--- src/rtl/instr_aligner_pkg.sv ---
// Shared types and helpers for the instruction aligner: halfword width,
// alignment FSM encoding and the compact-instruction predicate used by the decoder too.
package instr_aligner_pkg;

    localparam int HW_W = 16;

    typedef enum logic [0:0] {
        ST_ALIGN  = 1'b0,
        ST_STREAM = 1'b1
    } align_state_e;

    function automatic logic compact_hw(input logic [HW_W-1:0] h);
        return (h[1:0] != 2'b11);
    endfunction

endpackage

--- src/rtl/instr_aligner_hw_queue.sv ---
// Circular halfword buffer: pushes 0..FHW halfwords and pops 0..2 per cycle.
// Besides the current head it exposes the head view the buffer will have next cycle.
module instr_aligner_hw_queue
    import instr_aligner_pkg::*;
#(
    parameter int BUF_HW = 6,
    parameter int FHW    = 2,
    parameter int CNT_W  = $clog2(BUF_HW + 1),
    parameter int PN_W   = $clog2(FHW + 1)
) (
    input  logic                clock,
    input  logic                clear,
    input  logic [PN_W-1:0]     push_n,
    input  logic [FHW*HW_W-1:0] push_data,
    input  logic [1:0]          pop_n,
    output logic [CNT_W-1:0]    count,
    output logic [HW_W-1:0]     hw0,
    output logic [CNT_W-1:0]    next_count,
    output logic [HW_W-1:0]     next_hw0,
    output logic [HW_W-1:0]     next_hw1
);

    localparam int PTR_W = (BUF_HW > 1) ? $clog2(BUF_HW) : 1;
    localparam int PI_W  = (FHW > 1) ? $clog2(FHW) : 1;

    logic [HW_W-1:0]  mem_r [BUF_HW];
    logic [PTR_W-1:0] head_r;
    logic [CNT_W-1:0] count_r;
    logic [HW_W-1:0]  push_hw_s [FHW];
    logic [HW_W-1:0]  nh_s [2];

    // Operands never exceed three buffer lengths, so two conditional subtracts wrap them.
    function automatic logic [PTR_W-1:0] wrap_idx(input int x);
        int y;
        y = x;
        y = (y >= BUF_HW) ? (y - BUF_HW) : y;
        y = (y >= BUF_HW) ? (y - BUF_HW) : y;
        return PTR_W'(y);
    endfunction

    assign count    = count_r;
    assign hw0      = mem_r[head_r];
    assign next_hw0 = nh_s[0];
    assign next_hw1 = nh_s[1];

    // Unpack the incoming halfwords and build next cycle's head view.
    always_comb begin
        int remain;
        int idx;
        for (int j = 0; j < FHW; j++) begin
            push_hw_s[j] = push_data[j*HW_W +: HW_W];
        end
        remain  = int'(count_r) - int'(pop_n);
        nh_s[0] = '0;
        nh_s[1] = '0;
        for (int k = 0; k < 2; k++) begin
            idx = k - remain;
            if (k < remain) begin
                nh_s[k] = mem_r[wrap_idx(int'(head_r) + int'(pop_n) + k)];
            end else if (idx < int'(push_n)) begin
                nh_s[k] = push_hw_s[PI_W'(idx)];
            end else begin
                nh_s[k] = '0;
            end
        end
        if (clear) begin
            next_count = '0;
        end else begin
            next_count = count_r - CNT_W'(pop_n) + CNT_W'(push_n);
        end
    end

    // Storage and pointers: writes land at head+count, pops advance the head.
    always_ff @(posedge clock) begin
        if (clear) begin
            head_r  <= '0;
            count_r <= '0;
        end else begin
            for (int i = 0; i < FHW; i++) begin
                if (i < int'(push_n)) begin
                    mem_r[wrap_idx(int'(head_r) + int'(count_r) + i)] <= push_hw_s[i];
                end
            end
            head_r  <= wrap_idx(int'(head_r) + int'(pop_n));
            count_r <= next_count;
        end
    end

endmodule

--- src/rtl/instr_aligner.sv ---
// Instruction aligner: buffers fetch words as halfwords and hands whole 16/32-bit
// instructions with their PC to the decoder; owns the next fetch address.
module instr_aligner
    import instr_aligner_pkg::*;
#(
    parameter int          FETCH_BYTES = 4,
    parameter int          BUF_HW      = 6,
    parameter logic [31:0] RESET_PC    = 32'h0
) (
    input  logic                     clock,
    input  logic                     reset,
    output logic [31:0]              fetch_addr,
    input  logic                     fetch_valid,
    output logic                     fetch_ready,
    input  logic [FETCH_BYTES*8-1:0] fetch_data,
    input  logic                     flush,
    input  logic [31:0]              flush_pc,
    output logic                     out_valid,
    input  logic                     out_ready,
    output logic [31:0]              out_instruction,
    output logic [31:0]              out_pc,
    output logic                     out_is_compact
);

    localparam int FHW    = FETCH_BYTES / 2;
    localparam int OFF_W  = $clog2(FETCH_BYTES);
    localparam int DROP_W = OFF_W - 1;
    localparam int CNT_W  = $clog2(BUF_HW + 1);
    localparam int PN_W   = $clog2(FHW + 1);

    localparam logic [31:0]       ADDR_MASK   = ~(32'(FETCH_BYTES) - 32'd1);
    localparam logic [31:0]       RESET_FETCH = RESET_PC & ADDR_MASK;
    localparam logic [DROP_W-1:0] RESET_DROP  = RESET_PC[OFF_W-1:1];

    align_state_e        state_r;
    logic [DROP_W-1:0]   drop_r;
    logic [31:0]         fetch_addr_r;
    logic [31:0]         pc_r;
    logic                out_valid_r;
    logic [31:0]         out_instruction_r;
    logic                out_is_compact_r;

    logic                fetch_fire_s;
    logic                out_fire_s;
    logic                clear_s;
    logic [DROP_W-1:0]   eff_drop_s;
    logic [PN_W-1:0]     push_n_s;
    logic [FETCH_BYTES*8-1:0] push_data_s;
    logic [1:0]          pop_n_s;
    logic [CNT_W-1:0]    count_s;
    logic [HW_W-1:0]     head_hw_s;
    logic [CNT_W-1:0]    next_count_s;
    logic [HW_W-1:0]     next_hw0_s;
    logic [HW_W-1:0]     next_hw1_s;
    logic                nv_s;
    logic                ncompact_s;
    logic [31:0]         ninst_s;

    assign clear_s         = reset || flush;
    assign fetch_ready     = (count_s <= CNT_W'(BUF_HW - FHW));
    assign fetch_addr      = fetch_addr_r;
    assign out_valid       = out_valid_r;
    assign out_instruction = out_instruction_r;
    assign out_pc          = pc_r;
    assign out_is_compact  = out_is_compact_r;

    // Handshakes and the halfwords handed to the queue; flush suppresses both transfers.
    always_comb begin
        fetch_fire_s = fetch_valid && fetch_ready && !flush;
        out_fire_s   = out_valid_r && out_ready && !flush;
        if (state_r == ST_ALIGN) begin
            eff_drop_s = drop_r;
        end else begin
            eff_drop_s = '0;
        end
        if (fetch_fire_s) begin
            push_n_s = PN_W'(FHW) - PN_W'(eff_drop_s);
        end else begin
            push_n_s = '0;
        end
        push_data_s = fetch_data >> {eff_drop_s, 4'b0000};
        if (out_fire_s) begin
            pop_n_s = compact_hw(head_hw_s) ? 2'd1 : 2'd2;
        end else begin
            pop_n_s = 2'd0;
        end
    end

    instr_aligner_hw_queue #(
        .BUF_HW (BUF_HW),
        .FHW    (FHW),
        .CNT_W  (CNT_W),
        .PN_W   (PN_W)
    ) u_queue (
        .clock      (clock),
        .clear      (clear_s),
        .push_n     (push_n_s),
        .push_data  (push_data_s),
        .pop_n      (pop_n_s),
        .count      (count_s),
        .hw0        (head_hw_s),
        .next_count (next_count_s),
        .next_hw0   (next_hw0_s),
        .next_hw1   (next_hw1_s)
    );

    // Decode next cycle's head so out_* can be registered with one cycle of latency.
    always_comb begin
        ncompact_s = compact_hw(next_hw0_s);
        nv_s = (next_count_s >= CNT_W'(1)) &&
               (ncompact_s || (next_count_s >= CNT_W'(2)));
        if (!nv_s) begin
            ninst_s = 32'h0;
        end else if (ncompact_s) begin
            ninst_s = {16'h0000, next_hw0_s};
        end else begin
            ninst_s = {next_hw1_s, next_hw0_s};
        end
    end

    // Control and output registers; reset and flush both restart alignment at a new PC.
    always_ff @(posedge clock) begin
        if (reset) begin
            state_r           <= ST_ALIGN;
            drop_r            <= RESET_DROP;
            fetch_addr_r      <= RESET_FETCH;
            pc_r              <= RESET_PC;
            out_valid_r       <= 1'b0;
            out_instruction_r <= 32'h0;
            out_is_compact_r  <= 1'b0;
        end else if (flush) begin
            state_r           <= ST_ALIGN;
            drop_r            <= flush_pc[OFF_W-1:1];
            fetch_addr_r      <= flush_pc & ADDR_MASK;
            pc_r              <= {flush_pc[31:1], 1'b0};
            out_valid_r       <= 1'b0;
            out_instruction_r <= 32'h0;
            out_is_compact_r  <= 1'b0;
        end else begin
            if (fetch_fire_s) begin
                fetch_addr_r <= fetch_addr_r + 32'(FETCH_BYTES);
                state_r      <= ST_STREAM;
            end
            if (out_fire_s) begin
                pc_r <= pc_r + (out_is_compact_r ? 32'd2 : 32'd4);
            end
            // A held instruction keeps its halfwords at the head, so reloading is stable.
            out_valid_r       <= nv_s;
            out_instruction_r <= ninst_s;
            out_is_compact_r  <= nv_s && ncompact_s;
        end
    end

endmodule

--- config.mk ---
export PLATFORM = sky130hd
export DESIGN_NAME = instr_aligner
export DESIGN_NICKNAME = d
export VERILOG_FILES = /design/src/rtl/instr_aligner_pkg.sv /design/src/rtl/instr_aligner_hw_queue.sv /design/src/rtl/instr_aligner.sv
export SDC_FILE = /design/constraint.sdc
export NUM_CORES = 1
export LEC_CHECK = 0
export CELL_PAD_IN_SITES_DETAIL_PLACEMENT = 1
export CELL_PAD_IN_SITES_GLOBAL_PLACEMENT = 1
export CORE_MARGIN = 1.5
export CORE_UTILIZATION = 31
export CTS_CLUSTER_DIAMETER = 40
export DETAILED_ROUTE_END_ITERATION = 12
export PLACE_DENSITY = 0.65
export SLEW_MARGIN = 5
export SYNTH_ARGS = -nofsm -noshare
export SYNTH_HDL_FRONTEND = slang
export SYNTH_HIERARCHICAL = 1
export SYNTH_SLANG_ARGS = --single-unit
--- constraint.sdc ---
create_clock -name clock -period 9.24 [get_ports clock]
set_clock_uncertainty 0.2 [all_clocks]
set_input_delay 1.848 -clock clock [delete_from_list [all_inputs] [get_ports clock]]
set_output_delay 1.848 -clock clock [all_outputs]
set_load 0.01 [all_outputs]
Yosys cells after proc, flatten, opt, wreduce, memory -nomap -nowiden --
Memory sizes are Yosys's and may differ from the RTL's. A register that Yosys moved wholly into a read port is not among the register bits. Cells that the tools add are included.
Word-level totals: register bits 106, latch bits 0, memory bits (writable) 96, memory bits (read-only) 0, input bits 69, output and inout port bits 99, logic and storage cells 105, memories 1
Memories:
- u_queue.mem_r | depth 6, width 16, rd ports 3, clocked after memory_dff 1, wr ports 2, line instr_aligner_hw_queue.sv:26 | logic [HW_W-1:0] mem_r [BUF_HW];
Operators by class: add/subtract/negate cells 20, multipliers 0, div/mod/pow operators 0, $lt $le $gt $ge 19, eq/ne operators 2, shifts and indexed selects 1, multiplexer cells 33, bitwise operators 3, reductions and logical operators 14
Operators by type and width (number):
- greater-or-equal comparator 32 x 4 -> 1 bit (second input constant) | 8
- 2-to-1 mux 32 bit | 8
- 2-to-1 mux 16 bit | 8
- subtractor 32 x 4 -> 32 bit (second input constant) | 4
- adder 32 x 2 -> 32 bit (second input constant) | 2
- less-than comparator 32 x 3 -> 1 bit | 2
- adder 32 x 3 -> 32 bit | 1
- adder 32 x 3 -> 32 bit (second input constant) | 1
- less-than comparator 1 x 32 -> 1 bit (first input constant) | 1
- less-than comparator 2 x 32 -> 1 bit (first input constant) | 1
- right shift 32 x 5 -> 32 bit | 1
- subtractor 1 x 32 -> 32 bit (first input constant) | 1
- subtractor 2 x 32 -> 32 bit (first input constant) | 1
- 2-to-1 mux 3 bit | 7
- subtractor 3 x 2 -> 3 bit (second input constant) | 4
- 2-to-1 mux 1 bit | 7
- logical AND 1 bit | 6
- 2-to-1 mux 2 bit | 3
- adder 3 x 2 -> 4 bit | 1
- adder 3 x 3 -> 4 bit | 1
- greater-or-equal comparator 1 x 2 -> 1 bit (second input constant) | 2
- less-than comparator 1 x 2 -> 1 bit (first input constant) | 2
- != test 2 bit (second input constant) | 2
- nonzero test 2 bit | 2
- other kinds (13) | 16

Depth between registers and ports, before layout --
word-level depth 16, mapped depth 26, depth with buffers taken out 23

Cells and area by module --
The synthesis kept the hierarchy.
By module, submodules not included:
- instr_aligner_hw_queue | times used 1, cells each 716, area each 8368.0 um^2, sequential area each 3002.9 um^2
- instr_aligner | times used 1, cells each 547, area each 4842.1 um^2, sequential area each 1941.9 um^2

Worst setup path after synthesis --
Ideal clock, no wire load.
path kind input -> register, start point input port flush, end point register out_instruction_r[21], in the netlist out_instruction[21], library setup time 0.115 ns, data arrival time 6.344 ns, required time 8.925 ns, setup slack 2.581 ns, stages on the path 19, path buffers 4, cell sequence clkbuf_1 -> buf_1 -> nor3_1 -> fa_1 -> ha_1 -> clkbuf_1 -> and2_1 -> nor2_1 -> ha_1 -> inv_1 -> a21oi_1 -> o311a_4 -> o32a_1 -> or3_1 -> a31oi_4 -> nand2b_2 -> buf_4 -> o21ai_1 -> and2_1
Between the ends: elaborated cells on any way between the ends 42, those cells by class add/sub: 11; order compare: 10; eq/ne: 1; mux: 11; bitwise: 1; reduce/logical: 7; memory: 1
RTL lines:
- start: declaration | line instr_aligner.sv:16 | input logic flush,
- zero test 1 bit * | line instr_aligner.sv:70 | out_fire_s = out_valid_r && out_ready && !flush;
- logical AND 1 bit * | line instr_aligner.sv:70
- 2-to-1 mux 2 bit * | line instr_aligner.sv:82 | if (out_fire_s) begin
- named net pop_n_s[1] | line instr_aligner.sv:49 | logic [1:0] pop_n_s;
- adder 3 x 2 -> 4 bit | line instr_aligner_hw_queue.sv:59 | nh_s[k] = mem_r[wrap_idx(int'(head_r) + int'(pop_n) + k)];
- adder 32 x 2 -> 32 bit | line instr_aligner_hw_queue.sv:59
- subtractor 32 x 4 -> 32 bit or greater-or-equal comparator 32 x 4 -> 1 bit (tied branches) | line instr_aligner_hw_queue.sv:36 | y = (y >= BUF_HW) ? (y - BUF_HW) : y;
- 2-to-1 mux 32 bit | line instr_aligner_hw_queue.sv:36
- greater-or-equal comparator 32 x 4 -> 1 bit or subtractor 3 x 2 -> 3 bit (tied branches) | line instr_aligner_hw_queue.sv:37 | y = (y >= BUF_HW) ? (y - BUF_HW) : y;
- 2-to-1 mux 3 bit | line instr_aligner_hw_queue.sv:37
- memory read (6 x 16 bit)
- 2-to-1 mux 16 bit * | line instr_aligner_hw_queue.sv:58 | if (k < remain) begin
- named net next_hw1_s[5] | line instr_aligner.sv:54 | logic [HW_W-1:0] next_hw1_s;
- end signal: assignment | line instr_aligner.sv:149 | out_instruction_r <= ninst_s;
- end: declaration | line instr_aligner.sv:40 | logic [31:0] out_instruction_r;
Mark *: on every way through the listed nets, which the timed path passes. The rest lies on a longest branch. A chain may end at the register's enable or synchronous reset.

Worst setup path in the final report --
start point input port out_ready, end point register out_instruction_r[18], in the netlist out_instruction[18]
Between the ends: elaborated cells on any way between the ends 39, those cells by class add/sub: 11; order compare: 10; eq/ne: 1; mux: 10; bitwise: 1; reduce/logical: 5; memory: 1
RTL lines:
- start: declaration | line instr_aligner.sv:19 | input logic out_ready,
- logical AND 1 bit * (2 in a row) | line instr_aligner.sv:70
- 2-to-1 mux 2 bit * | line instr_aligner.sv:82
- named net pop_n_s[0] | line instr_aligner.sv:49
- adder 3 x 2 -> 4 bit | line instr_aligner_hw_queue.sv:59
- adder 32 x 2 -> 32 bit | line instr_aligner_hw_queue.sv:59
- subtractor 32 x 4 -> 32 bit or greater-or-equal comparator 32 x 4 -> 1 bit (tied branches) | line instr_aligner_hw_queue.sv:36
- 2-to-1 mux 32 bit | line instr_aligner_hw_queue.sv:36
- greater-or-equal comparator 32 x 4 -> 1 bit or subtractor 3 x 2 -> 3 bit (tied branches) | line instr_aligner_hw_queue.sv:37
- 2-to-1 mux 3 bit | line instr_aligner_hw_queue.sv:37
- memory read (6 x 16 bit)
- 2-to-1 mux 16 bit * | line instr_aligner_hw_queue.sv:58
- named net next_hw1_s[2] | line instr_aligner.sv:54
Marked as above.

==> results_dict.tcl <==
set metrics [dict create \
    outcome "finished, final reports clean" \
    vias 10223 \
    die-height_um 204.8 \
    gp_congestion 0.7769 \
    htree_levels 4 \
    drc_errors 0 \
    crit_path_start_kind "input pin" \
    grt_pass1_wl_um 63990 \
    initial_core_util_pct 31.62 \
    cp-end-kind "register" \
    cts_tree "done" \
    finalCritPeriodShare_pct 84.00 \
    antenna_left 0 \
    finalNonFillerCells 1882 \
    irDropWorstVdd_mv 0.1335 \
    avgSynthCellArea_um2 10.48 \
    yosysWarningCount 6 \
    power.total_mw 2.142 \
    finalHoldViolCount 0 \
    worstPathCellList "clkdlybuf4s50_1 > and2_1 > and3_1 > ha_2 > fa_1 > xnor2_1 > inv_1 > ha_1 > a21boi_0 > a32o_2 > nor2_1 > ha_1 > inv_1 > a21oi_1 > o311a_4 > o32a_1 > or3_1 > a31oi_4 > buf_4 > nand2b_2 > o21ai_0 > and2_1" \
    viasPerCell 5.432 \
    ctsHoldBuffers 0 \
    rsz0062_at_grt "no" \
    numCtsBuffers 17 \
    holdCritPathClass "reg -> reg" \
    wl_um 41810 \
    critPathLaunch "out_ready" \
    drt_iter0_markers 562 \
    routedWlPerCell_um 22.21 \
    placed_cells 1849 \
    drive_gt1_share_pct 20.43 \
    relSlewSlack_pct 13.93 \
    drv_slew 0 \
    max_freq_mhz 128.8 \
    firstDrtPassIters 5 \
    clkTransAtPathRegs_ns 0.08 \
    slowest_delay_ns 0.55 \
    hp-start "state_r" \
    nets 1446 \
    io_buffer_count 163 \
    cp_max_fo 17 \
    post_cts_buffers 0 \
    grt_pass1_vias 10593 \
    core_area_um2 39910 \
    multi_input_area_um2 7072 \
    dp.final_hpwl_um 27620 \
    tightest_slew_ns 1.287 \
    pre_cts_ws_ns 1.058 \
    fin_crit_ns 7.761 \
    cp.required_ns 9.39 \
    powerDensity_nw_per_um2 139.0 \
    tns_ns 0 \
    maxCapViolations 0 \
    cts_resized 0 \
    worst_slack_ns 1.479 \
    critPathSlowestCell "nand2b_2" \
    cts_sinks 199 \
    grt_usage_pct 20.14 \
    leakage_nw 5.283 \
    clk_path_buf_depth 2 \
    antenna_found_initial 1 \
    netlist_area_um2 12620 \
    syn2layout_area_growth_pct 22.10 \
    dieArea_um2 41930 \
    ios 168 \
    fin_hold_ws_ns 0.2802 \
    cp_num_buf_inv 4 \
    clock-root-buffer "clkbuf_16" \
    reg2reg_from "u_queue/head_r[0]" \
    grt-ovfl-total 0 \
    synth_cells 1204 \
    arrival_ns 7.92 \
    num_rows 73 \
    crit_type "in -> reg" \
    grt_max_degree 68 \
    seqCellArea_um2 4945 \
    clk_latency_ns 0.47 \
    n_fill_cell 4443 \
    die_w_um 204.8 \
    setup-violations-final 0 \
    crit_family "simple AND/OR/NAND/NOR gates" \
]
## power breakdown
group	leakage [nW]	switching (mW)	internal, mW
registers	1.71	0.0335	0.954
clock network	0.284	0.394	0.387
logic	3.29	0.204	0.169
## worst register-to-register path, stage by stage (launching register included)
cell      delay, ns
dfxtp_1        0.59
mux4_2         0.55
nor2_1         0.10
a21oi_1        0.06
nand2_1        0.16
nor3_1         0.07
buf_4          0.17
fa_1           0.49
xnor2_1        0.28
inv_1          0.10
ha_1           0.24
a21boi_0       0.23
a32o_2         0.28
nor2_1         0.08
ha_1           0.25
inv_1          0.10
a21oi_1        0.05
o311a_4        0.38
o32a_1         0.39
or3_1          0.36
a31oi_4        0.17
buf_4          0.32
nand2b_2       0.56
o21ai_0        0.30
and2_1         0.21
## routing by layer
| layer | wire length [um] | global-route usage [%] |
|---|---|---|
| met5 | 0 | 0 |
| met1 | 19160 | 27.36 |
| met3 | 2277 | 3.166 |
| met2 | 19630 | 32.96 |
| met4 | 740 | 5.593 |
## flip-flops by register name (all words and copies together) (netlist names)
signal / flops
u_queue/mem_r: 96
out_instruction: 32
out_pc: 31
fetch_addr: 30
u_queue/count: 3
u_queue/head_r: 3
drop_r: 1
out_is_compact: 1
out_valid: 1
state_r: 1
## path summary, 6_finish.rpt
kind | slack [ns] | to | depth (start not counted)
worst max-delay path | 1.48 | out_instruction[18] | 22
worst min-delay path | 0.28 | state_r | 2
worst min register to register | 0.28 | state_r | 2
worst max register to register | 2.43 | out_instruction[18] | 24
## area by class of cell
| type | instances | area share, % |
|---|---|---|
| Antenna cell | 1 | 0.01624 |
| Clock buffer | 19 | 2.809 |
| Clock inverter | 13 | 1.015 |
| Inverter | 84 | 2.046 |
| Multi-Input combinational cell | 851 | 45.89 |
| Sequential cell | 199 | 32.09 |
| Tap cell | 525 | 4.263 |
| Timing Repair Buffer | 190 | 11.87 |
## placed cells by master (no fill, tap or decap), drive strengths merged, types with 8 or more instances in the layout
| cell type | n |
|---|---|
| clkdlybuf4s50 | 162 |
| mux2 | 149 |
| dfxtp | 103 |
| edfxtp | 96 |
| inv | 90 |
| nor2 | 62 |
| and2 | 55 |
| nand2 | 54 |
| xnor2 | 51 |
| a21oi | 45 |
| a21boi | 38 |
| mux2i | 37 |
| o21ai | 34 |
| nor3 | 31 |
| ha | 28 |
| buf | 28 |
| o22ai | 27 |
| nand3 | 23 |
| clkbuf | 19 |
| mux4 | 18 |
| nor4 | 18 |
| a32oi | 16 |
| o221ai | 16 |
| nand4 | 15 |
| xor2 | 12 |
| and3 | 10 |
| or3 | 8 |
| and4 | 8 |
## through the flow
step / area, um2 / util, %
floorplan: 12630 / -
global placement: 14820 / 37.12
detailed placement: 14820 / 37.12
CTS: 15410 / 38.60
global route: 15410 / 38.60
finish: 15410 / 38.61
(Power assumes the default switching activity.)
